<file path="config.mk">
export PLATFORM = sky130hd
export DESIGN_NAME = jack_motion_ctrl
export DESIGN_NICKNAME = d
export VERILOG_FILES = /design/src/rtl/jf_pkg.sv /design/src/rtl/ps2_key_tracker.sv /design/src/rtl/jack_motion_ctrl.sv
export SDC_FILE = /design/constraint.sdc
export NUM_CORES = 1
export LEC_CHECK = 0
export CAP_MARGIN = 15
export CORE_ASPECT_RATIO = 1.5
export CORE_UTILIZATION = 45
export DETAILED_ROUTE_END_ITERATION = 8
export PLACE_DENSITY_LB_ADDON = 0.15
export SYNTH_ARGS = -nofsm -noshare
export SYNTH_HDL_FRONTEND = slang
export SYNTH_SLANG_ARGS = --single-unit
export TNS_END_PERCENT = 30
</file>
<file path="constraint.sdc">
create_clock -name clk -period 5.7 [get_ports clk]
set_clock_uncertainty 0.05 [all_clocks]
set_input_delay 1.425 -clock clk [delete_from_list [all_inputs] [get_ports clk]]
set_output_delay 1.425 -clock clk [all_outputs]
set_load 0.01 [all_outputs]
</file>
<file path="src/rtl/jf_pkg.sv">
// rtl/jf_pkg.sv - shared constants and types for Jack's motion controller
package jf_pkg;

    localparam logic [7:0] KEY_W   = 8'h1D;
    localparam logic [7:0] KEY_A   = 8'h1C;
    localparam logic [7:0] KEY_D   = 8'h23;
    localparam logic [7:0] KEY_BRK = 8'hF0;
    localparam logic [7:0] KEY_EXT = 8'hE0;

    localparam int JACK_W     = 47;
    localparam int JACK_H     = 41;
    localparam int SCREEN_W   = 551;
    localparam int SCREEN_H   = 401;
    localparam int GROUND_ROW = 374;

    // Bit positions inside the held-key vector
    localparam int HELD_A = 0;
    localparam int HELD_D = 1;
    localparam int HELD_W = 2;

    typedef enum logic [1:0] {
        GROUND = 2'd0,
        RISE   = 2'd1,
        FALL   = 2'd2
    } motion_t;

endpackage

</file>
<file path="src/rtl/ps2_key_tracker.sv">
// rtl/ps2_key_tracker.sv - drains ps2 scan codes and tracks held A/D/W keys
module ps2_key_tracker
    import jf_pkg::*;
(
    input  logic       clk,
    input  logic       reset,
    input  logic       ps2_ready,
    input  logic [7:0] ps2_data,
    output logic       ps2_rdn,
    output logic [2:0] held
);

    logic brk;
    logic ext;
    logic accept;

    // rdn high in the previous cycle doubles as "not busy", so no byte is read twice
    assign accept = ps2_ready && ps2_rdn;

    // Handshake strobe, prefix flags and make/break decode of the accepted byte
    always_ff @(posedge clk or posedge reset) begin
        if (reset) begin
            ps2_rdn <= 1'b1;
            brk     <= 1'b0;
            ext     <= 1'b0;
            held    <= 3'b000;
        end else begin
            ps2_rdn <= !accept;
            if (accept) begin
                if (ps2_data == KEY_BRK) begin
                    brk <= 1'b1;
                end else if (ps2_data == KEY_EXT) begin
                    ext <= 1'b1;
                end else begin
                    brk <= 1'b0;
                    ext <= 1'b0;
                    // Extended codes (arrows etc.) share base codes with letters; drop them
                    if (!ext) begin
                        case (ps2_data)
                            KEY_A:   held[HELD_A] <= !brk;
                            KEY_D:   held[HELD_D] <= !brk;
                            KEY_W:   held[HELD_W] <= !brk;
                            default: ;
                        endcase
                    end
                end
            end
        end
    end

endmodule

</file>
<file path="src/rtl/jack_motion_ctrl.sv">
// rtl/jack_motion_ctrl.sv - frame-tick physics for Jack's sprite position and state
module jack_motion_ctrl
    import jf_pkg::*;
#(
    parameter int FRAME_DIV = 1_666_666,
    parameter int X_MAX     = SCREEN_W - JACK_W,
    parameter int Y_FLOOR   = GROUND_ROW - JACK_H,
    parameter int X_INIT    = 0,
    parameter int STEP_X    = 2,
    parameter int JUMP_V0   = 12,
    parameter int GRAVITY   = 1,
    parameter int VY_MAX    = 12
) (
    input  logic       clk,
    input  logic       reset,
    input  logic       ps2_ready,
    input  logic [7:0] ps2_data,
    output logic       ps2_rdn,
    input  logic       game_run,
    output logic [9:0] x_blue,
    output logic [8:0] y_blue,
    output logic [2:0] blue_state,
    output logic       frame_tick
);

    localparam int CW = $clog2(FRAME_DIV + 1);

    localparam logic signed [10:0] STEP_S  = 11'(STEP_X);
    localparam logic signed [10:0] XMAX_S  = 11'(X_MAX);
    localparam logic signed [10:0] FLOOR_S = 11'(Y_FLOOR);
    localparam logic signed [10:0] V0_S    = 11'(JUMP_V0);
    localparam logic signed [10:0] GRAV_S  = 11'(GRAVITY);
    localparam logic signed [10:0] VMAX_S  = 11'(VY_MAX);

    logic [CW-1:0]     tick_cnt;
    logic [2:0]        held;
    motion_t           mstate;
    logic signed [10:0] vy;

    logic              go_left;
    logic              go_right;
    logic signed [10:0] x_cur;
    logic signed [10:0] x_nxt;
    logic signed [10:0] y_cur;
    logic signed [10:0] y_rise;
    logic signed [10:0] y_fall;
    logic signed [10:0] vy_dec;
    logic signed [10:0] vy_inc;

    ps2_key_tracker u_keys (
        .clk       (clk),
        .reset     (reset),
        .ps2_ready (ps2_ready),
        .ps2_data  (ps2_data),
        .ps2_rdn   (ps2_rdn),
        .held      (held)
    );

    assign frame_tick = (tick_cnt == CW'(FRAME_DIV - 1));

    // Free-running physics tick divider, independent of game_run
    always_ff @(posedge clk or posedge reset) begin
        if (reset) begin
            tick_cnt <= '0;
        end else if (frame_tick) begin
            tick_cnt <= '0;
        end else begin
            tick_cnt <= tick_cnt + 1'b1;
        end
    end

    // Candidate next positions in signed 11-bit so clamps see the true sign
    always_comb begin
        go_left  = held[HELD_A] && !held[HELD_D];
        go_right = held[HELD_D] && !held[HELD_A];
        x_cur    = {1'b0, x_blue};
        x_nxt    = x_cur;
        if (go_left) begin
            x_nxt = x_cur - STEP_S;
            if (x_nxt < 11'sd0) x_nxt = 11'sd0;
        end else if (go_right) begin
            x_nxt = x_cur + STEP_S;
            if (x_nxt > XMAX_S) x_nxt = XMAX_S;
        end
        y_cur  = {2'b00, y_blue};
        vy_dec = vy - GRAV_S;
        y_rise = y_cur - vy;
        if (y_rise < 11'sd0) y_rise = 11'sd0;
        vy_inc = vy + GRAV_S;
        if (vy_inc > VMAX_S) vy_inc = VMAX_S;
        y_fall = y_cur + vy_inc;
    end

    // Motion FSM with registered position/state outputs, stepped once per running tick
    always_ff @(posedge clk or posedge reset) begin
        if (reset) begin
            x_blue     <= 10'(X_INIT);
            y_blue     <= 9'(Y_FLOOR);
            blue_state <= 3'b001;
            mstate     <= GROUND;
            vy         <= 11'sd0;
        end else if (frame_tick && game_run) begin
            x_blue <= 10'(x_nxt);
            if (go_left) begin
                blue_state[0] <= 1'b0;
            end else if (go_right) begin
                blue_state[0] <= 1'b1;
            end
            blue_state[2] <= (x_nxt != x_cur);
            case (mstate)
                GROUND: begin
                    y_blue <= 9'(Y_FLOOR);
                    if (held[HELD_W]) begin
                        mstate        <= RISE;
                        vy            <= V0_S;
                        blue_state[1] <= 1'b1;
                    end
                end
                RISE: begin
                    y_blue <= 9'(y_rise);
                    if (vy_dec <= 11'sd0 || y_rise == 11'sd0) begin
                        mstate <= FALL;
                        vy     <= 11'sd0;
                    end else begin
                        vy <= vy_dec;
                    end
                end
                FALL: begin
                    if (y_fall >= FLOOR_S) begin
                        y_blue        <= 9'(Y_FLOOR);
                        vy            <= 11'sd0;
                        mstate        <= GROUND;
                        blue_state[1] <= 1'b0;
                    end else begin
                        y_blue <= 9'(y_fall);
                        vy     <= vy_inc;
                    end
                end
                default: mstate <= GROUND;
            endcase
        end
    end

endmodule

</file>
==> metrics <==
status=completed; Yosys Warn Count=0; Site Rows=48; clock sinks=62; Synth Instances=approximately 670; remaining antenna violation count after routing=0; Die Wd=between 90 and 100 um; Post-CTS Repair Setup Buffers=0; setup violators final=0; DRC=0; Post-CTS Resized=0; hold_buf cts=0; Area growth syn-to-layout=13.60%; Syn Nets=713; Clk Latency, worst-skew pair=0.33 ns; layout cells sized above 1=0.07626; Routed WL=about 16 mm; library cells used by synthesis=89; core area=11,590 sq um; wire per inst=18.49 um; count of input and output buffers=35; Tcrit/Tclk final=0.9085; post-synth top area share=0.2539; Sum Neg Setup Slack=0 ns; combinational power share=0.037; diode count=0; R2R depth=17; Hold Path End=blue_state[0]; Final min period=just over 5 ns; first-pass GRT wire length=about 25 mm; worst r2r dst=vy[8]; Die Height=approximately 140 um; unrepaired setup endpoints after global routing=no; P_int=~800 uW; Pwr Density=164.2 nW/um^2; Hold Vio Cnt, Final=0; Post-synth ARST share=1.000; post-synth top area cell=dfrtp_1; Hold WC Path Type=flip-flop to flip-flop; Crit. End Element=flip-flop; vias per inst=slightly above 6; routability congestion estimate from global placement=a little over 0.9; worst path required time=~5.9 ns; Synth Flop Type=dfrtp_1; clock buffer depth=2; sequential share of the synthesized area=0.2879; Pre-antenna DRT Iters=5; leakage=approximately 2.4 nW; vias in the first global route=between 5,000 and 6,000; Critical Path Source Type=flip-flop; Inserted Clock Buffers=9; top post-synthesis cells by count=nor2_1, o21ai_0, dfrtp_1; Sw Ratio=0.2206; Power Total=around 1.0 mW; Hold Path Origin=blue_state[0]; Clock power frac=0.520; register bit total from synthesis=62; busiest grt layer=met2; Worst Path Max Fanout=12; WP buf/inv=1; io pins=36; hpwl dp=11.51 mm; Vias=around 5,300; initial drt markers=roughly 370; die area=about 12,000 sq um; Inst Count DP=829; Mean Syn Cell Area=between 8 and 9 sq um; most common cell in the netlist=nor2_1; R2R setup slack=around 0.52 ns; Reg power frac=0.442; Max-Slew Margin vs Limit=0.3314; initial antenna violation count=0; met2 Usage GRT=0.4599; Worst R2R Start=vy[0]; initial core utilization=0.4676; final cell count without fillers=845; Hold Path Depth=2; Netlist Area Pre-Place=5420 sq um; top area cells in the synthesized netlist=dfrtp_1, ha_1, o21ai_0; CP max stage delay=between 0.5 and 0.6 ns; total gr overflow=0; Max VDD drop=between 0.15 and 0.2 mV; TritonCTS clock tree=yes; fmax=193.1 MHz; pre-CTS setup slack=0.6010 ns; Reg clk slew, reported paths=about 0.05 ns; final worst slack=around 0.52 ns; gr usage total=0.2613; crit-path cells=ha_1 -> nand3_2 -> or4_4 -> xnor2_1 -> a41oi_2 -> nand2b_1 -> inv_1 -> ha_1 -> a211oi_1 -> nor2_1 -> xor2_1 -> a311oi_1 -> o21a_1 -> o211a_4 -> nand2_2 -> o31a_1 -> o22ai_1; Setup Crit Path Kind=flip-flop to flip-flop; nets=around 740; number of synthesized flops with an enable pin=0; cell repeated most along the worst path=ha_1; largest net degree at the start of global routing=33; Slowest cell on crit path=dfrtp_1; Worst Tran Pin Value=around 1.0 ns; P_sw=approximately 220 uW; maximum level of the CTS H-tree=3; Worst EP arrival=approximately 5.4 ns; M1 GR Usage=0.2914; Pins Over Slew Limit=0; max-cap violations=0; Crit path max-delay family=compound AO/OA/AOI/OAI gates; M3 GR Usage=0.03859; Root Buffer=clkbuf_16
state kept, by name (all words and copies together) (netlist names):
signal / cells
blue_state: 3
mstate: 2
tick_cnt: 21
u_keys.brk: 1
u_keys.ext: 1
u_keys.held: 3
u_keys.ps2_rdn: 1
vy: 11
x_blue: 10
y_blue: 9
through the flow:
step                      cell area [sq um]    util  hold slack (ns)
after floorplan                        5420       -           0.4057
after global placement                 5874  0.5068           0.4431
after detailed placement               5874  0.5068           0.4437
after CTS                              6157  0.5312           0.4572
after global routing                   6157  0.5312           0.4747
final                                  6157  0.5312           0.4509
metal layers:
metal  wire (um)  part of all wire
met2        7881              0.50
met3         652             0.042
met1        6187              0.40
met4         904             0.058
met5           0                 0
worst max path at each step:
stage | startpoint | end | slack (ns) | depth (start not counted)
after CTS | vy[0] | vy[8] | 0.60 | 17
final | vy[0] | vy[8] | 0.52 | 17
after floorplan | vy[1] | mstate[0] | 1.32 | 16
after global routing | vy[0] | vy[5] | 0.13 | 17
after detailed placement | vy[0] | vy[8] | 0.60 | 17
after global placement | vy[0] | vy[5] | 0.80 | 17
kinds of logic (layout without fill, tap and decap cells):
| kind of cell | count (synthesis) | count (layout) | share of synthesized area |
|---|---|---|---|
| and+or+nand+nor | 273 | 273 | 0.2694 |
| AOI/OAI and AO/OA | 187 | 187 | 0.2368 |
| muxes | 3 | 3 | 0.008079 |
| xor gates and xnor gates | 41 | 41 | 0.06625 |
| adders and majority gates | 35 | 35 | 0.08357 |
| DFF | 62 | 62 | 0.2879 |
| buffers and inverters | 65 | 94 | 0.04801 |
power groups by stage:
stage / combinational [mW] / sequential (mW) / clock, mW
after floorplan: 0.0203 / 0.454 / 0
after global placement: 0.0371 / 0.455 / 0
after detailed placement: 0.0379 / 0.455 / 0
after CTS: 0.0379 / 0.447 / 0.536
after global routing: 0.0424 / 0.447 / 0.554
final: 0.0376 / 0.447 / 0.526
layout by cell type, fill, tap and decap left out, types with 21 or more instances in the layout:
cell             netlist  final
clkdlybuf4s50_1        0     35
dfrtp_1               55     55
nand3_1               25     25
o21ai_0               56     56
ha_1                  33     33
nand2_1               51     51
nor2_1                69     69
nor3_1                21     21
inv_1                 37     36
xnor2_1               25     25
a21oi_1               35     35
tightest hold or removal path, cell delays in order, from the launching register on:
cell     delay [ns]
dfstp_2        0.36
o21ai_0        0.06
o31ai_1        0.07
cell type report:
type / instances / area [sq um]
Clock buffer: 15 / 277.8
Clock inverter: 1 / 5.005
Fill cell: 1083 / 5434
Inverter: 39 / 146.4
Multi-Input combinational cell: 539 / 3600
Sequential cell: 62 / 1560
Tap cell: 150 / 187.7
Timing Repair Buffer: 39 / 380.4
(Power assumes the default switching activity.)
